### src/rtl/dmem_pkg.sv
// Shared definitions for the data-memory arbiter.
//   NUM_LANES   : byte lanes per memory word
//   REQ_CORE/LOAD: requester ids (core LSU = 0, program/debug loader = 1)
//   IDLE/ACCESS : arbiter FSM state encodings
//   merge_lanes : byte-enable merge of store data over the current memory word
package dmem_pkg;

  localparam int NUM_LANES = 4;

  localparam logic REQ_CORE = 1'b0;
  localparam logic REQ_LOAD = 1'b1;

  localparam logic [0:0] IDLE   = 1'b0;
  localparam logic [0:0] ACCESS = 1'b1;

  // Lane k takes the store byte when be[k] is set, else keeps the memory byte.
  function automatic logic [8*NUM_LANES-1:0] merge_lanes(
    input logic [8*NUM_LANES-1:0] wdata,
    input logic [8*NUM_LANES-1:0] rdata,
    input logic [NUM_LANES-1:0]   be
  );
    logic [8*NUM_LANES-1:0] m;
    m = rdata;
    for (int k = 0; k < NUM_LANES; k++) begin
      if (be[k]) m[8*k +: 8] = wdata[8*k +: 8];
    end
    return m;
  endfunction

endpackage

### src/rtl/dmem_rr_picker.sv
// Combinational winner selection for the two requesters.
//   valid      : request-present bits {req1, req0}
//   last_grant : requester granted most recently
//   lock_vld   : a burst lock is held by lock_id
//   hold_cnt   : consecutive grants to last_grant
//   grant      : some requester wins this cycle
//   winner     : id of the winning requester (meaningful when grant=1)
module dmem_rr_picker
  import dmem_pkg::*;
#(
  parameter int MAX_HOLD = 8,
  parameter int HW       = 4
) (
  input  logic [1:0]    valid,
  input  logic          last_grant,
  input  logic          lock_vld,
  input  logic          lock_id,
  input  logic [HW-1:0] hold_cnt,
  output logic          grant,
  output logic          winner
);

  always_comb begin
    grant  = |valid;
    winner = REQ_CORE;
    if (lock_vld && valid[lock_id]) begin
      // Owner keeps the port until it has used up its hold budget while the
      // other side is waiting; then the other side is forced in.
      if (hold_cnt == HW'(MAX_HOLD) && valid[~lock_id]) winner = ~lock_id;
      else                                                winner = lock_id;
    end else if (&valid) begin
      winner = ~last_grant;
    end else begin
      winner = valid[1];
    end
  end

endmodule

### src/rtl/dmem_arbiter.sv
// Two-requester arbiter in front of a single-port word-wide data memory.
// An accepted request is captured in IDLE, performs its memory access in the
// following ACCESS cycle (read-merge-write for partial stores) and returns the
// pre-write word as a one-cycle response pulse one cycle after that.
//   req*_valid/ready/we/be/addr/wdata/lock : requester handshakes
//   rsp*_valid/rdata                        : registered responses
//   mem_memw/address/data_write/data_read   : data memory port
module dmem_arbiter
  import dmem_pkg::*;
#(
  parameter int ADDR_W   = 32,
  parameter int DATA_W   = 32,
  parameter int MAX_HOLD = 8
) (
  input  logic              clk,
  input  logic              rst_n,
  input  logic              req0_valid,
  output logic              req0_ready,
  input  logic              req0_we,
  input  logic [3:0]        req0_be,
  input  logic [ADDR_W-1:0] req0_addr,
  input  logic [DATA_W-1:0] req0_wdata,
  input  logic              req0_lock,
  input  logic              req1_valid,
  output logic              req1_ready,
  input  logic              req1_we,
  input  logic [3:0]        req1_be,
  input  logic [ADDR_W-1:0] req1_addr,
  input  logic [DATA_W-1:0] req1_wdata,
  input  logic              req1_lock,
  output logic              rsp0_valid,
  output logic [DATA_W-1:0] rsp0_rdata,
  output logic              rsp1_valid,
  output logic [DATA_W-1:0] rsp1_rdata,
  output logic              mem_memw,
  output logic [ADDR_W-1:0] mem_address,
  output logic [DATA_W-1:0] mem_data_write,
  input  logic [DATA_W-1:0] mem_data_read
);

  localparam int HW = $clog2(MAX_HOLD + 1);

  logic [0:0]               state_q, state_d;
  logic                     id_q, id_d;
  logic                     we_q, we_d;
  logic [NUM_LANES-1:0]     be_q, be_d;
  logic [ADDR_W-1:0]        addr_q, addr_d;
  logic [DATA_W-1:0]        wdata_q, wdata_d;
  logic                     lock_vld_q, lock_vld_d;
  logic                     lock_id_q, lock_id_d;
  logic [HW-1:0]            hold_q, hold_d;
  logic                     last_q, last_d;
  logic [1:0]               rsp_valid_q, rsp_valid_d;
  logic [1:0][DATA_W-1:0]   rsp_rdata_q, rsp_rdata_d;

  logic [1:0] valid;
  logic       grant, winner, accept, in_access;

  assign valid     = {req1_valid, req0_valid};
  assign in_access = (state_q == ACCESS);

  dmem_rr_picker #(.MAX_HOLD(MAX_HOLD), .HW(HW)) u_picker (
    .valid      (valid),
    .last_grant (last_q),
    .lock_vld   (lock_vld_q),
    .lock_id    (lock_id_q),
    .hold_cnt   (hold_q),
    .grant      (grant),
    .winner     (winner)
  );

  assign accept     = (state_q == IDLE) && grant;
  assign req0_ready = accept && (winner == REQ_CORE);
  assign req1_ready = accept && (winner == REQ_LOAD);

  assign mem_memw       = in_access && we_q && (|be_q);
  assign mem_address    = {addr_q[ADDR_W-1:2], 2'b00};
  assign mem_data_write = in_access ? merge_lanes(wdata_q, mem_data_read, be_q) : wdata_q;

  assign rsp0_valid = rsp_valid_q[0];
  assign rsp1_valid = rsp_valid_q[1];
  assign rsp0_rdata = rsp_rdata_q[0];
  assign rsp1_rdata = rsp_rdata_q[1];

  always_comb begin
    state_d     = state_q;
    id_d        = id_q;
    we_d        = we_q;
    be_d        = be_q;
    addr_d      = addr_q;
    wdata_d     = wdata_q;
    lock_vld_d  = lock_vld_q;
    lock_id_d   = lock_id_q;
    hold_d      = hold_q;
    last_d      = last_q;
    rsp_valid_d = 2'b00;
    rsp_rdata_d = rsp_rdata_q;

    if (state_q == IDLE) begin
      // An owner that walks away gives up its lock.
      if (lock_vld_q && !valid[lock_id_q]) lock_vld_d = 1'b0;
      if (grant) begin
        state_d = ACCESS;
        id_d    = winner;
        we_d    = winner ? req1_we    : req0_we;
        be_d    = winner ? req1_be    : req0_be;
        addr_d  = winner ? req1_addr  : req0_addr;
        wdata_d = winner ? req1_wdata : req0_wdata;
        // The accepted transfer's lock bit decides the new owner; this also
        // covers release by the owner and clearing on a forced switch.
        lock_vld_d = winner ? req1_lock : req0_lock;
        lock_id_d  = winner;
        if (winner == last_q)
          hold_d = (hold_q == HW'(MAX_HOLD)) ? hold_q : hold_q + 1'b1;
        else
          hold_d = HW'(1);
        last_d = winner;
      end
    end else begin
      state_d              = IDLE;
      rsp_valid_d[id_q]    = 1'b1;
      rsp_rdata_d[id_q]    = mem_data_read;
    end
  end

  always_ff @(posedge clk or negedge rst_n) begin
    if (!rst_n) begin
      state_q     <= IDLE;
      id_q        <= 1'b0;
      we_q        <= 1'b0;
      be_q        <= '0;
      addr_q      <= '0;
      wdata_q     <= '0;
      lock_vld_q  <= 1'b0;
      lock_id_q   <= 1'b0;
      hold_q      <= '0;
      last_q      <= REQ_LOAD;  // core wins the first tie
      rsp_valid_q <= 2'b00;
      rsp_rdata_q <= '0;
    end else begin
      state_q     <= state_d;
      id_q        <= id_d;
      we_q        <= we_d;
      be_q        <= be_d;
      addr_q      <= addr_d;
      wdata_q     <= wdata_d;
      lock_vld_q  <= lock_vld_d;
      lock_id_q   <= lock_id_d;
      hold_q      <= hold_d;
      last_q      <= last_d;
      rsp_valid_q <= rsp_valid_d;
      rsp_rdata_q <= rsp_rdata_d;
    end
  end

endmodule

### config.mk
export PLATFORM = sky130hd
export DESIGN_NAME = dmem_arbiter
export DESIGN_NICKNAME = d
export VERILOG_FILES = /design/src/rtl/dmem_pkg.sv /design/src/rtl/dmem_rr_picker.sv /design/src/rtl/dmem_arbiter.sv
export SDC_FILE = /design/constraint.sdc
export NUM_CORES = 1
export LEC_CHECK = 0
export ABC_CLOCK_PERIOD_IN_PS = 2000
export CORE_ASPECT_RATIO = 0.5
export CORE_MARGIN = 4
export CORE_UTILIZATION = 37
export DETAILED_ROUTE_END_ITERATION = 8
export PLACE_DENSITY = 0.87
export SLEW_MARGIN = 10
export SYNTH_ARGS = -nofsm -noshare
export SYNTH_HDL_FRONTEND = slang
export SYNTH_SLANG_ARGS = --single-unit
export TNS_END_PERCENT = 5
### constraint.sdc
create_clock -name clk -period 2 [get_ports clk]
set_input_delay 0.2 -clock clk [delete_from_list [all_inputs] [get_ports clk]]
set_output_delay 0.2 -clock clk [all_outputs]
set_load 0.005 [all_outputs]
Word level (Yosys, flattened, before mapping)
Index checks and enable logic that the tools add are counted.

word-level totals
  output and inout port bits = 133
  bits of input ports = 176
  logic and storage cells = 69
  register bits after elaboration = 143

operators by class
  bitwise gates (word level) = 4
  order comparisons = 3
  multiplexer cells = 29
  reduce and logical (&&, ||, !) cells = 17
  equality and inequality tests = 3
  add/subtract/negate cells = 1

operators by type and width
  cell                   count
  $mux W32               4
  $bwmux W64             1
  $demux W32 S1          1
  $mux W8                4
  $mux W1                14
  $mux W4                3
  $logic_and A1 B1 Y1    9
  $reduce_and A2 Y1      3
  $add A4 B1 Y4 const B  1
  $eq A4 B4 Y1 const B   1
  $lt A1 B2 Y1 const B   2
  $not A1 Y1             4
  $reduce_or A4 Y1       1
  $reduce_and A3 Y1      1
  $mux W2                1
  $ne A2 B2 Y1 const B   1
  $reduce_bool A2 Y1     1
  $reduce_or A2 Y1       1
  $demux W1 S1           1
  $eq A1 B1 Y1           1
  $ge A1 B1 Y1 const B   1
  $logic_not A1 Y1       1

Logic depth before layout (Yosys ltp)
Gate-level depths: netlist of run 1.

  depth in word-level cells = 9
  gate-level depth with buffers = 11
  mapped depth without buffers = 7

By module
A second synthesis of run 1 with hierarchy kept.

second synthesis, totals
  cell total of the unflattened synthesis = 526
  area total of the unflattened synthesis = 6402.4 µm²

modules (own cells, without submodules)
  module          seq. area each (µm²)  area each (µm²)  cells each  instances
  dmem_arbiter    3529.6                6339.8           520         1
  dmem_rr_picker  0.0                   62.6             6           1

Worst setup path after synthesis of run 1
No wires, ideal clock.

  path kind = register to register
  start = reg hold_q[0]
  end = reg addr_q[10]
  stages on the path, launching flop included = 12
  required time = 1.874 ns
  setup slack = -0.060 ns
  arrival time = 1.934 ns
  path buffers = 4
  setup time = 0.126 ns
  period minus slack after synthesis = 2.060 ns
  path through = dfrtp_1 inv_1 ha_1 and3b_1 buf_6 xor2_2 o21ai_1 and3b_1 buf_6 buf_8 buf_8 a221o_1

on the way
  longest elaborated chain between the ends = 5

ends and longest elaborated chain
  what                    line                  source
  from (decl)             dmem_arbiter.sv:51    logic [HW-1:0] hold_q, hold_d;
  from (signal assigned)  dmem_arbiter.sv:149   hold_q <= hold_d;
  $eq A4 B4 Y1            dmem_rr_picker.sv:29  if (hold_cnt == HW'(MAX_HOLD) && valid[~lock_id]) winner = ~lock_id;
  $logic_and A1 B1 Y1     dmem_rr_picker.sv:29
  $mux W1                 dmem_rr_picker.sv:29
  $mux W1                 dmem_rr_picker.sv:26  if (lock_vld && valid[lock_id]) begin
  $mux W32                dmem_arbiter.sv:107   addr_d = winner ? req1_addr : req0_addr;
  to (signal assigned)    dmem_arbiter.sv:145   addr_q <= addr_d;
  to (decl)               dmem_arbiter.sv:47    logic [ADDR_W-1:0] addr_q, addr_d;

No other way between the ends.
A chain may end at the register's enable or synchronous reset.

Worst setup path after layout of run 1
  start = reg hold_q[0]
  end = reg addr_q[6]

The elaborated chain is that of the path after synthesis.

==> out/qor.csv, run 1 <==
metric,value,unit
Initial Util,0.384,
worst-path maximum fanout,8,
"EDFF count, synth",0,
Core Region,0.0166,mm2
clock sink count,141,
final setup vio count,62,
Pleak,4.55,nW
CTS root buffer,clkbuf_16,
I/O pin cnt,309,
max-slew violation count,0,
H-tree levels,4,
std cell rows,33,
first-pass GRT wire length,33500,um
Max VDD drop,727,uV
Ys Warns,0,
diode count,0,
Sequential Power Share,0.345,
"Worst Path Class, Setup",reg2reg,
synthesized area,0.00639,mm2
slew of the pin with the lowest slew margin,501,ps
Pint,9.16,mW
iteration-0 DRC count of the detailed router,282,
wire per inst,21.5,um
Worst-path clk slew,70,ps
setup TNS,-3630,ps
total gr overflow,0,
library cells used by synthesis,40,
Synth top area share,0.548,
"Seq/Total Area, Yosys",0.552,
Clk pwr share,0.283,
Hold Worst Slack,329,ps
Global Route Usage Sum,0.221,
Synth Register Bits,141,
RSZ-0062 raised after global routing,yes,
Worst-Skew Late Latency,410,ps
sw frac,0.274,
Area contributors post-synth,"dfrtp_1 (55%), mux2_2 (17%), a221o_1 (10%)",
initial antenna violation count,0,
pin count of the biggest net entering global routing,50,
Syn Area/Cell,13.6,um2
DR vias,5392,
Post-synth ARST share,1.00,
Port-buffer cells,302,
final WL,22300,um
P&R area growth vs syn,65.0,%
First-pass DRT Iterations,4,
GPL Wtd Cong,0.833,
Cells after Synth,471,
CTS tree,built,
DP HPWL,15800,um
worst-case headroom to the max-slew limit,0.666,
final clock skew,9.29,ps
status,"complete, but fails checks",
TritonCTS Buffers,17,
P_sw,3.46,mW
final instance area,0.0105,mm2
CP required,2280,ps
Fin. Hold Viols,0,
Final Total Pwr,12.6,mW
number of global-route vias before repair,5848,
"setup slack, reg-to-reg",-150,ps
Die H,101,um
Hold Path Class,in2async,
clock buffer depth,2,
worst-case reg-to-reg path depth,10,
# DRC,0,
"Top FF cell, synth",dfrtp_1,
final worst setup slack,-152,ps
Detail Route Antenna Nets,0,
Worst Path Arrival,2440,ps
Final Cycle Share,1.08,
Vias/cell,5.20,
die area,0.0196,mm2
Cell Pwr Density,1200,mW/mm2
layout cells sized above 1,0.234,
die width,194,um
critical path capture point type,register,
crit path launch type,register,
Tmin final,2150,ps
max cap viols,0,
failing checks,negative setup slack,
placed instance area,0.00974,mm2
Synth area leader,dfrtp_1,
combinational fraction of design power,0.372,
Achievable Freq,0.465,GHz
Final #Nets,974,
final cells by class:
class | count | area [um2]
flip-flops and latches | 141 | 3530
multi-input cells | 285 | 2580
clock inverters | 12 | 208
repair buffers | 345 | 3460
fillers | 1222 | 6100
clock buffers | 20 | 457
well taps | 227 | 284
inverters | 6 | 22.5
sequential cells by signal, summed over array words and instances (netlist names):
signal       cells
rsp1_rdata      32
addr_q          30
rsp0_rdata      32
last_q           1
rsp_valid_q      2
we_q             1
be_q             4
hold_q           4
lock_vld_q       1
lock_id_q        1
wdata_q         32
in_access        1
cell usage in the layout (no fill, tap or decap), types with 2 or more instances in the layout:
| master | instances |
|---|---|
| buf_4 | 28 |
| bufinv_16 | 5 |
| and3b_2 | 2 |
| clkdlybuf4s50_1 | 267 |
| clkbuf_16 | 17 |
| dfrtp_1 | 139 |
| or2_2 | 2 |
| buf_6 | 7 |
| clkbuf_8 | 2 |
| inv_2 | 2 |
| conb_1 | 2 |
| inv_6 | 3 |
| mux2_2 | 96 |
| a22o_1 | 2 |
| nand3_1 | 3 |
| clkinvlp_4 | 3 |
| buf_12 | 6 |
| nor2_1 | 3 |
| a21oi_1 | 2 |
| clkdlybuf4s15_1 | 15 |
| mux2i_1 | 4 |
| a21o_1 | 4 |
| a221o_1 | 67 |
| dlymetal6s2s_1 | 4 |
| o21ai_0 | 4 |
| nand2_1 | 5 |
| inv_1 | 3 |
| nand2b_1 | 4 |
| dlygate4sd2_1 | 13 |
| buf_2 | 2 |
| and2_1 | 67 |
synthesized netlist by cell type (2+ instances only):
master    number
ha_1           2
a21oi_1        2
a21o_1         4
nand3_1        3
buf_1          3
inv_1          5
dfrtp_1      140
a22o_1         2
and3b_1        2
and2_1        67
mux2i_1        4
mux2_2        96
buf_4          2
nand2b_1       6
o21ai_0        4
nor2_1         3
buf_8          4
nand2_1        6
a221o_1       67
buf_6         10
buf_2          5
clkbuf_1      16
cells by family (layout without fill, tap and decap cells):
family          after synthesis  in the layout  share of synthesized area
flops                       141            141                      0.552
buf+inv                      46            383                     0.0480
simple gates                 96             96                     0.0932
compound gates               84             84                      0.124
fa+ha+maj                     2              2                    0.00392
other cells                   1              2                   0.000587
mux                         100            100                      0.175
xor+xnor                      1              1                    0.00255
layer usage:
layer | wire (um) | track usage
met1 | 8770 | 0.260
met2 | 12000 | 0.411
met3 | 774 | 0.0374
met4 | 725 | 0.0853
met5 | 0 | 0
per-stage QoR:
step                      utilization  instances  setup WS [ps]
after floorplan                     -        472          -50.5
after global placement          0.585        993          -97.4
after detailed placement        0.585        993           -168
after CTS                       0.630       1032           -142
after global routing            0.634       1036           -251
final                           0.634       1036           -152
critical path, cell delays in order, from the launching register on:
cell and delay (ps):
dfrtp_1 400, inv_2 90, ha_4 110, and3b_2 200
xor2_2 200, o21ai_1 70, and3b_2 220, buf_6 140
buf_12 130, buf_8 130, a221o_1 350
worst paths after layout:
path                                 endpoint           from
worst max-delay path                addr_q[6]      hold_q[0]
worst min-delay path               wdata_q[3]          rst_n
worst max register to register      addr_q[6]      hold_q[0]
worst min register to register  rsp1_rdata[4]  rsp1_rdata[4]
max in group asynchronous          addr_q[12]          rst_n
min in group clk                   wdata_q[2]  req1_wdata[2]
power groups by stage:
| stage | Combinational, mW | Sequential, mW | Clock (mW) |
|---|---|---|---|
| 2_1_floorplan | 1.78 | 4.34 | 0 |
| 3_3_place_gp | 4.57 | 4.32 | 0 |
| 3_5_place_dp | 4.69 | 4.36 | 0 |
| 4_1_cts | 4.67 | 4.34 | 3.61 |
| 5_1_grt | 4.98 | 4.46 | 3.75 |
| 6_report | 4.69 | 4.35 | 3.58 |
repair_timing:
action | 4_1_cts | 5_1_grt
setup endpoints to repair | 101 | 93
pin swaps | 51 | 2
gates resized for setup | 47 | 22
hold endpoints to repair | 44 | 0
setup buffers | 5 | 4
hold buffers | 1 | 0
gates cloned | 1 | 0
Power figures use the tool's default switching activity.
==> run 2, diff against run 1 <==
- ABC_CLOCK_PERIOD_IN_PS: 2000 -> 2760
- CORE_UTILIZATION: 37 -> 44
- PLACE_DENSITY: 0.87 -> 0.95
- clock period: 2 -> 2.76 ns (I/O delays scaled with it)
==> run 2 against run 1 <==
  * Clock power down 31%
  * Worst hold slack better by 47 ps
  * Non-clock buffer count down 26
  * Total power down 29%
  * Wire length down 0.38%
  * Combinational power down 29%
  * The flow now finishes without violations
  * Register-to-register slack better by 500 ps
  * Flip-flop and latch count unchanged
  * Largest cell class unchanged
==> out/qor.csv, run 2 (synthesis results as in run 1) <==
metric,value,unit
status,finished clean,
most frequent cells in the layout,"clkdlybuf4s50_1 (300), dfrtp_1 (140), mux2_2 (96)",
layout cells sized above 1,0.198,
Vias/cell,5.54,
clock buffer depth,2,
clock sink count,141,
TritonCTS Buffers,17,
"commonest non-fill, non-tap cell in the layout",clkdlybuf4s50_1,
P&R area growth vs syn,59.1,%
Worst-Skew Late Latency,410,ps
Die H,93.2,um
Cell Pwr Density,885,mW/mm2
First-pass DRT Iterations,5,
Max VDD drop,475,uV
I/O pin cnt,309,
H-tree levels,4,
setup TNS,0,ps
die area,0.0166,mm2
Worst-path clk slew,70,ps
crit path launch type,register,
final setup vio count,0,
"Worst Path Class, Setup",reg2out,
max-slew violation count,0,
Global Route Usage Sum,0.261,
Achievable Freq,0.366,GHz
Hold Path Class,in2async,
slew of the pin with the lowest slew margin,663,ps
DR vias,5405,
Clk pwr share,0.273,
Final Util,0.732,
Initial Util,0.460,
iteration-0 DRC count of the detailed router,351,
pre-CTS setup slack,402,ps
Core Region,0.0139,mm2
Worst Path Arrival,2450,ps
std cell rows,30,
CTS tree,built,
wire per inst,22.7,um
sw frac,0.281,
combinational fraction of design power,0.372,
final worst setup slack,31.3,ps
Pint,6.47,mW
# DRC,0,
P_sw,2.52,mW
Detail Route Antenna Nets,0,
final clock skew,11.8,ps
first-pass GRT wire length,33300,um
Final Cycle Share,0.989,
Tmin final,2730,ps
pin count of the biggest net entering global routing,72,
DP HPWL,15700,um
die width,178,um
Port-buffer cells,302,
worst-case headroom to the max-slew limit,0.558,
number of global-route vias before repair,5800,
worst-path maximum fanout,4,
initial antenna violation count,1,
critical path capture point type,primary output,
max cap viols,0,
CP required,2480,ps
Final #Nets,948,
Fin. Hold Viols,0,
total gr overflow,0,
CTS root buffer,clkbuf_16,
GPL Wtd Cong,0.864,
Sequential Power Share,0.355,
final WL,22200,um
Pleak,4.29,nW
run 2: worst max-delay path, cell delays in order (launching register included):
cell,delay (ps)
dfrtp_1,390
inv_1,100
ha_1,210
and3b_2,270
xor2_2,170
o21ai_1,130
and3b_2,230
clkdlybuf4s50_1,550
run 2: final cells by class:
type / instances / area [um2]
Antenna cell: 1 / 2.50
Sequential cell: 141 / 3530
Multi-Input combinational cell: 285 / 2560
Tap cell: 192 / 240
Clock buffer: 18 / 439
Inverter: 6 / 22.5
Timing Repair Buffer: 319 / 3180
Clock inverter: 13 / 189
Fill cell: 868 / 3720
run 2: timing repair:
action                     4_1_cts  5_1_grt
buffers inserted                 0        3
hold endpoints to repair        45        0
hold buffers                     1        0
setup endpoints to repair        1        1
resized for setup                1        1
run 2: power groups by stage:
stage / Clock (mW) / Combinational (mW) / Sequential [mW]
after global placement: 0 / 3.17 / 3.14
final: 2.46 / 3.34 / 3.19
after floorplan: 0 / 1.29 / 3.14
after detailed placement: 0 / 3.27 / 3.20
after global routing: 2.58 / 3.54 / 3.27
after CTS: 2.48 / 3.32 / 3.18
run 2: per-stage QoR:
stage                     cells  power, mW  hold WS [ps]  cell area [um2]
after floorplan             472       4.43         -19.6             6390
after global placement      939       6.31           235             9500
after detailed placement    939       6.47           241             9500
after CTS                   971       8.99           380            10100
after global routing        975       9.39           394            10200
final                       975       8.99           376            10200
run 2: final timing paths:
check / startpoint / to / slack (ps) / depth (start not counted)
min in group clk: req1_wdata[9] / wdata_q[9] / 470 / 2
max in group asynchronous: rst_n / last_q / 1610 / 3
worst min register to register: rsp0_rdata[28] / rsp0_rdata[28] / 500 / 1
worst max-delay path: hold_q[0] / req0_ready / 30 / 7
worst max register to register: hold_q[0] / addr_q[15] / 350 / 8
worst min-delay path: rst_n / wdata_q[9] / 380 / 2
run 2: layer usage:
| metal | part of all wire | vias to the layer above | global-route usage |
|---|---|---|---|
| li1 | - | 2334 | - |
| met3 | 0.045 | 68 | 0.0477 |
| met2 | 0.53 | 233 | 0.463 |
| met1 | 0.38 | 2770 | 0.311 |
| met4 | 0.047 | 0 | 0.117 |
| met5 | 0 | - | 0 |
